**src/rtl/bcd_converter_arbiter.sv**
```systemverilog
// bcd_converter_arbiter: round-robin arbiter sharing one binary-to-BCD converter between two requesters
// Ports:
//   clk_i, reset_i                  clock, synchronous active-high reset
//   reqN_start_i, reqN_binary_i     per-requester request pulse and 32-bit operand
//   reqN_busy_o, reqN_done_o        request pending/in service, one-cycle completion pulse
//   reqN_BCD_o                      last 40-bit BCD result for that requester
//   req_error_o                     sticky per-requester timeout flags
//   conv_start_o, conv_binary_o     start and operand towards the converter
//   conv_ready_i, conv_done_i       converter idle and one-cycle done pulse
//   conv_BCD_i                      converter result, valid with conv_done_i
module bcd_converter_arbiter #(
    parameter int TIMEOUT = 64
) (
    input  logic        clk_i,
    input  logic        reset_i,
    input  logic        req0_start_i,
    input  logic        req1_start_i,
    input  logic [31:0] req0_binary_i,
    input  logic [31:0] req1_binary_i,
    output logic        req0_busy_o,
    output logic        req1_busy_o,
    output logic        req0_done_o,
    output logic        req1_done_o,
    output logic [39:0] req0_BCD_o,
    output logic [39:0] req1_BCD_o,
    output logic [1:0]  req_error_o,
    output logic        conv_start_o,
    output logic [31:0] conv_binary_o,
    input  logic        conv_ready_i,
    input  logic        conv_done_i,
    input  logic [39:0] conv_BCD_i
);
    localparam int CW = $clog2(TIMEOUT + 1);

    typedef enum logic [1:0] {IDLE, ISSUE, WAIT, COMPLETE} state_t;

    state_t        state, next;
    logic [1:0]    pending, accept, done, fault;
    logic [31:0]   op0, op1;
    logic [39:0]   bcd0, bcd1;
    logic [1:0]    err;
    logic          grant, ptr, sel, expire;
    logic [CW-1:0] cnt;

    // A start is taken only when its requester has nothing outstanding
    assign accept = {req1_start_i, req0_start_i} & ~pending;
    // Both pending: ptr holds the requester that was not granted last
    assign sel    = (pending == 2'b11) ? ptr : pending[1];
    assign expire = cnt == CW'(TIMEOUT - 1);

    always_comb begin
        next          = state;
        done          = '0;
        fault         = '0;
        conv_start_o  = 1'b0;
        conv_binary_o = '0;
        unique case (state)
            IDLE:     next = |pending ? ISSUE : IDLE;
            ISSUE: begin
                conv_start_o  = 1'b1;
                conv_binary_o = grant ? op1 : op0;
                next          = conv_ready_i ? WAIT : ISSUE;
            end
            WAIT: begin
                next  = (conv_done_i || expire) ? COMPLETE : WAIT;
                fault = (!conv_done_i && expire) ? (grant ? 2'b10 : 2'b01) : 2'b00;
            end
            default: begin
                done = grant ? 2'b10 : 2'b01;
                next = IDLE;
            end
        endcase
    end

    always_ff @(posedge clk_i) begin
        if (reset_i) begin
            state   <= IDLE;
            pending <= '0;
            ptr     <= 1'b0;
            grant   <= 1'b0;
            cnt     <= '0;
            op0     <= '0;
            op1     <= '0;
            bcd0    <= '0;
            bcd1    <= '0;
            err     <= '0;
        end else begin
            state   <= next;
            pending <= (pending & ~done) | accept;
            err     <= (err & ~accept) | fault;
            cnt     <= (state == WAIT) ? cnt + 1'b1 : '0;
            if (state == IDLE && |pending) begin
                grant <= sel;
                ptr   <= ~sel;
            end
            if (accept[0]) op0 <= req0_binary_i;
            if (accept[1]) op1 <= req1_binary_i;
            if (state == WAIT && conv_done_i && !grant) bcd0 <= conv_BCD_i;
            if (state == WAIT && conv_done_i && grant) bcd1 <= conv_BCD_i;
        end
    end

    assign {req1_busy_o, req0_busy_o} = pending;
    assign {req1_done_o, req0_done_o} = done;
    assign req0_BCD_o  = bcd0;
    assign req1_BCD_o  = bcd1;
    assign req_error_o = err;
endmodule

```
**config.mk**
```make
export PLATFORM = sky130hd
export DESIGN_NAME = bcd_converter_arbiter
export DESIGN_NICKNAME = d
export VERILOG_FILES = /design/src/rtl/bcd_converter_arbiter.sv
export SDC_FILE = /design/constraint.sdc
export NUM_CORES = 1
export LEC_CHECK = 0
export CAP_MARGIN = 10
export CORE_MARGIN = 1
export CORE_UTILIZATION = 46
export CTS_BUF_LIST = sky130_fd_sc_hd__clkbuf_2 sky130_fd_sc_hd__clkbuf_4 sky130_fd_sc_hd__clkbuf_8
export CTS_CLUSTER_SIZE = 12
export DETAILED_ROUTE_END_ITERATION = 10
export PLACE_DENSITY = 0.8
export SLEW_MARGIN = 20
export SYNTH_ARGS = -nofsm -noshare
export SYNTH_HDL_FRONTEND = slang
export SYNTH_SLANG_ARGS = --single-unit
```
**constraint.sdc**
```tcl
create_clock -name clk_i -period 2.2 [get_ports clk_i]
set_clock_uncertainty 0.2 [all_clocks]
set_input_delay 0.33 -clock clk_i [delete_from_list [all_inputs] [get_ports clk_i]]
set_output_delay 0.33 -clock clk_i [all_outputs]
set_load 0.01 [all_outputs]
```
==> impl_metrics.yaml <==
critical_path:
  critPathKind: "reg -> out"
  end_kind: "output pin"
  path_max_fanout: 5
  r2r_end: "req_error_o[1]$_SDFF_PP0_"
  arrival_ns: 1.61
  cp.required_ns: 1.67
  startpoint_type: "flip-flop"
  reg2reg_slack_ns: 0.40
  reg2regPathDepth: 4
  reg2reg_from: "cnt[0]$_SDFF_PP0_"
final_layout:
  final_cells: 1175
  layout-drive-gt1-share_pct: 8.77
  diodes: 0
  syn2layout_area_growth_pct: 49.1
  final_util_pct: 71.0
  nNetsFinal: 1101
  fill_cells: 1014
sta:
  setup-tns-final_ns: 0
  finalCriticalPeriod_ns: 2.14
  whs_ns: 0.216
  tightest_slew_ns: 0.478
  hold_viol: 0
  fin_crit_sh_pct: 97.1
  slew_violations: 0
  setup_violations: 0
  relSlewSlack_pct: 68.2
  rsz0062_at_grt: "no"
  max_freq_mhz: 468
place:
  dp_hpwl_um: 11600
  dp.cells: 1136
  place.gp.congestion: 0.763
  portBuffers: 228
global_route:
  use_met3_pct: 6.80
  grt_max_degree: 110
  grt_overflow: 0
  use_met1_pct: 31.4
  track_usage_pct: 26.1
  grtUsageMet2_pct: 43.1
  antenna_found_initial: 0
  grt_pass1_vias: 5392
  top_usage_layer: "met2"
  grt_pass1_wl_um: 27000
logic_synthesis:
  synth.area.top_cells: "dfxtp_1 (52%), nand2_1 (18%), a21oi_1 (12%)"
  synth_area_per_cell_um2: 7.87
  yosysTopAreaCell: "dfxtp_1"
  synth_nets: 884
  synth.cell_area_um2: 6080
  synthTopCellsByCount: "nand2_1 (291), dfxtp_1 (159), a21oi_1 (150), nor2_1 (41), buf_2 (35)"
  synth_compound_area_share_pct: 13.9
  async_flop_share_pct: 0
  synthFlopType: "dfxtp_1"
  synth-xor-area-share_pct: 0.432
  synth_edf_count: 0
  synth_top_area_share_pct: 52.3
  synth_fa_ha_area_share_pct: 0.206
  muxShareOfSynthArea_pct: 5.27
  synth_seq_cells: 159
  ys_seq_area_share_pct: 52.3
  synth.most_common_cell: "nand2_1"
  synthSimpleGateAreaFrac_pct: 23.2
  ys_warn_count: 0
  synth_top_family_by_area: "simple AND/OR/NAND/NOR gates"
  synth_cells: 773
  synth_cell_types: 33
floorplan:
  num_io_pins: 229
  coreArea_um2: 12800
  rows: 41
  die-width_um: 117
  die-area_um2: 13700
  start_util_pct: 47.6
  fp.dieH_um: 117
drt:
  ant_nets: 0
  drtIter0Drc: 409
  vias_per_cell: 5.03
  route.detailed.drc: 0
  avgRoutedWirePerCell_um: 15.2
  totalWireLength_um: 17900
  vias: 5913
  drtPass1Iterations: 4
run_status:
  status: "finished clean"
hold_path:
  hold_class: "in -> reg"
  holdPathEnd: "op0[14]$_SDFFE_PP0P_"
  worstHoldStart: "req0_binary_i[14]"
  min_path_cells: 3
power:
  ir_drop_v: 0.000325
  p_leak_uw: 0.00326
  p_total_uw: 6170
  p_per_area_nw_per_um2: 681
cts:
  clk_latency_ns: 0.45
  htreeDepth: 4
  cts-buffers-inserted: 17
  path_clk_slew_ns: 0.08
  cts_tree: "done"
  cts_root_buf: "clkbuf_8"
  cts_sinks: 159
  clockBufferDepth: 2
flow_run:
  cap_violations: 0
-- logic make-up after synthesis --
family	count (synthesis)
XOR/XNOR	3
adder cells (fa/ha/maj)	1
AO/OA/AOI/OAI	160
multiplexers	32
buffers and inverters	63
AND/OR/NAND/NOR	355
flip-flops	159
-- layout by cell type (no fill, tap or decap), drive strengths merged, types with 2 or more instances in the layout --
cell | synthesis | routed
a21oi | 150 | 150
a311oi | 2 | 2
buf | 36 | 33
bufinv | 0 | 3
clkbuf | 24 | 30
clkdlybuf4s15 | 0 | 12
clkdlybuf4s50 | 0 | 192
clkinv | 0 | 3
clkinvlp | 0 | 4
dfxtp | 159 | 159
dlygate4sd2 | 0 | 12
inv | 3 | 3
mux2i | 32 | 32
nand2 | 291 | 291
nand2b | 5 | 5
nand3 | 4 | 4
nand3b | 2 | 2
nor2 | 41 | 41
nor2b | 4 | 4
o21ai | 3 | 3
o41ai | 2 | 2
or3 | 2 | 2
xor2 | 2 | 2
-- how the worst max path moves through the flow --
stage | start | end | cells after the start
CTS | grant$_SDFFE_PP0N_ | conv_binary_o[5] | 5
global route | grant$_SDFFE_PP0N_ | conv_binary_o[18] | 5
finish | grant$_SDFFE_PP0N_ | conv_binary_o[18] | 5
global placement | grant$_SDFFE_PP0N_ | req1_done_o | 4
floorplan | grant$_SDFFE_PP0N_ | conv_binary_o[10] | 4
detailed placement | grant$_SDFFE_PP0N_ | req1_done_o | 4
-- sequential cells by signal, indices dropped and copies added (netlist names) --
| register | cells |
|---|---|
| req0_BCD_o | 40 |
| req1_BCD_o | 40 |
| op0 | 32 |
| op1 | 32 |
| cnt | 7 |
| pending | 2 |
| req_error_o | 2 |
| state | 2 |
| grant | 1 |
| ptr | 1 |
-- worst max-delay path: stages (launching register included) --
cell             delay [ns]
dfxtp_4                0.44
buf_8                  0.15
buf_4                  0.11
mux2i_1                0.17
nor2_1                 0.05
clkdlybuf4s15_2        0.23
-- report_power, final --
part	switching, uW	total [uW]	leakage [uW]	internal (uW)
Combinational	397	843	0.00175	445
Clock	1060	2290	0.000208	1230
Sequential	64.5	3040	0.00129	2980
-- stage by stage --
step	instance area, um2	setup WS, ns
floorplan	6080	0.592
global placement	8570	0.268
detailed placement	8570	0.219
CTS	9080	-0.00128
global route	9070	0.000140
finish	9070	0.0639
-- final cells by class --
type / instances / area, um2 / area share (%)
inverter: 3 / 11.3 / 0.124
sequential: 159 / 3190 / 35.1
clock buffer: 22 / 290 / 3.20
multi-input combinational: 551 / 2640 / 29.1
timing repair buffer: 258 / 2590 / 28.5
tap: 172 / 215 / 2.37
clock inverter: 10 / 135 / 1.49
-- per-layer routing --
layer / wire length (um) / vias to the layer above
li1: - / 2939
met1: 7670 / 2757
met2: 8700 / 180
met3: 954 / 37
met4: 533 / 0
met5: 0 / -
-- repair_timing --
| item | 4_1_cts | 5_1_grt |
|---|---|---|
| hold buffers | 1 | 0 |
| cloned | 3 | 0 |
| setup endpoints to repair | 35 | 17 |
| hold endpoints to repair | 10 | 0 |
| resized for setup | 60 | 24 |
| setup buffers | 3 | 0 |
(Power assumes the default switching activity.)
==> patch (same settings) <==
`TIMEOUT`: 64 -> 32.
--- a/src/rtl/bcd_converter_arbiter.sv
+++ b/src/rtl/bcd_converter_arbiter.sv
@@ -9,7 +9,7 @@
 //   conv_ready_i, conv_done_i       converter idle and one-cycle done pulse
 //   conv_BCD_i                      converter result, valid with conv_done_i
 module bcd_converter_arbiter #(
-    parameter int TIMEOUT = 64
+    parameter int TIMEOUT = 32
 ) (
     input  logic        clk_i,
     input  logic        reset_i,
Check against the original RTL: same outputs for any inputs over 10 cycles, from zero or initial values and one cycle with reset_i high; that may be too few to reach the edited logic, so the function may still have changed.
==> patch against the original RTL <==
- the run now ends with negative setup slack left
- fmax down 7.0%
- via count up 0.12%
- hold slack lost 0.10 ns
- setup slack worse by 0.16 ns
- synthesized cell count shrank 0.39%
- synthesized area is 1.4% higher
- total power down 0.92%
- sequential cell count shrank 1
- wire length is 1.4% lower
- cell area is 0.37% higher
- global-route usage is 0.96 points lower
- critical path type unchanged
==> patch: results <==
export IMPL_grt_pass1_vias=5446
export IMPL_rr_endpoint="req0_BCD_o[18]"
export IMPL_cts_made_buffers=17
export IMPL_worstHoldPathType="in -> reg"
export IMPL_setup_ws_ns=-0.0980
export IMPL_grt_usage=0.251
export IMPL_drt_iter0_markers=434
export IMPL_worstHoldStart="reset_i"
export IMPL_synth_async_reset_ratio=0
export IMPL_routed_wl_um=17600
export IMPL_peakVddDrop_mv=0.484
export IMPL_max_slew_margin=0.695
export IMPL_yosys_top_cells_area="dfxtp_1 51%, nand2_1 18%, a21oi_1 11%"
export IMPL_ys_types=35
export IMPL_drive_gt1_frac=0.0930
export IMPL_synth_seq_area_share=0.513
export IMPL_antenna_found_initial=0
export IMPL_path_max_fanout=12
export IMPL_hold_ws_ns=0.113
export IMPL_avgSynthCellArea_um2=8.01
export IMPL_dp_final_hpwl_um=11400
export IMPL_p_leak_nw=3.31
export IMPL_hold_path_endpoint="op0[15]"
export IMPL_reg2reg_depth=6
export IMPL_status="finished, violations left"
export IMPL_violations="negative setup slack"
export IMPL_p_sw_frac=0.245
export IMPL_finalNonFillerCells=1172
export IMPL_place_gp_congestion=0.796
export IMPL_reg2reg_slack_ns=0.47
export IMPL_worstSetupStartpoint="grant"
export IMPL_clkLatencyLatePin_ns=0.44
export IMPL_grt_pass1_wl_um=27700
export IMPL_min_path_cells=2
export IMPL_slowest_delay_ns=0.48
export IMPL_root_buffer="clkbuf_8"
export IMPL_synth_warning_count=0
export IMPL_drt_pass1_iterations=4
export IMPL_setup_viol=4
export IMPL_grt_max_degree=62
export IMPL_via_per_inst=5.05
export IMPL_crit_arrival_ns=1.77
export IMPL_port_buffers=228
export IMPL_crit_slowest_cell="clkdlybuf4s50_1"
export IMPL_n_fill_cell=1047
export IMPL_synth_common_cells="292 x nand2_1, 158 x dfxtp_1, 140 x a21oi_1"
export IMPL_fin_nets=1098
export IMPL_synthesis_nets=881
patch: cell count changes in the layout (fill, tap and decap cells not counted), sizes merged, moves of 2 or more:
cell           change
dlygate4sd2       +15
clkbuf             -5
and3               +2
clkdlybuf4s50      +3
nand3              -2
clkdlybuf4s15     -12
o41ai              -2
buf                -4
patch: cell families after synthesis:
logic type	synth area share
XOR/XNOR	0.00426
adder cells (fa/ha/maj)	0.00203
AND/OR/NAND/NOR	0.229
buffers and inverters	0.0607
AO/OA/AOI/OAI	0.139
multiplexers	0.0519
flip-flops	0.513
patch: worst max path at each step:
stage,slack [ns],depth (start not counted),endpoint
after CTS,-0.16,4,conv_binary_o[17]
after detailed placement,0.24,5,req0_BCD_o[27]
after global placement,0.26,5,req1_BCD_o[7]
final,-0.1,4,conv_binary_o[17]
after floorplan,0.67,5,conv_binary_o[0]
after global routing,-0.16,4,conv_binary_o[11]
patch: what timing repair did:
item / CTS / global route
gates resized for setup: 45 / 8
endpoints found under the setup margin: 35 / 20
cloned: 2 / 1
buffers inserted: 4 / 4
patch: metrics by stage:
stage / setup TNS, ns / cell area [um2] / worst slack, ns
after floorplan: 0 / 6170 / 0.666
after global placement: 0 / 8570 / 0.264
after detailed placement: 0 / 8570 / 0.240
after CTS: -0.874 / 9060 / -0.162
after global routing: -1.38 / 9100 / -0.159
final: -0.268 / 9100 / -0.0980
patch: worst max-delay path: cells and delay by family (launching register included):
kind,cells,cell delay [ns]
flops,1,0.37
simple gates,1,0.06
buf+inv,2,0.64
mux,1,0.25
patch: power groups by stage:
stage	registers (mW)	clock network, mW	logic [mW]
floorplan	3.08	0	0.397
global placement	3.07	0	0.803
detailed placement	3.08	0	0.810
CTS	3.02	2.27	0.844
global route	3.03	2.38	0.936
finish	3.02	2.23	0.868
patch: routing by layer:
layer / wire [um] / up-vias / GRT usage / part of all wire
met5: 0 / - / 0 / 0
met1: 7370 / 2755 / 0.297 / 0.42
met2: 8600 / 193 / 0.421 / 0.49
met4: 658 / 0 / 0.133 / 0.037
li1: - / 2927 / - / -
met3: 982 / 45 / 0.0601 / 0.056
patch: final cells by class:
| class | count | area [um2] | area share |
|---|---|---|---|
| Clock buffer | 21 | 277 | 0.0304 |
| Clock inverter | 11 | 140 | 0.0154 |
| Inverter | 3 | 11.3 | 0.00124 |
| Multi-Input combinational cell | 550 | 2680 | 0.295 |
| Sequential cell | 158 | 3170 | 0.349 |
| Tap cell | 172 | 215 | 0.0236 |
| Timing Repair Buffer | 257 | 2610 | 0.286 |
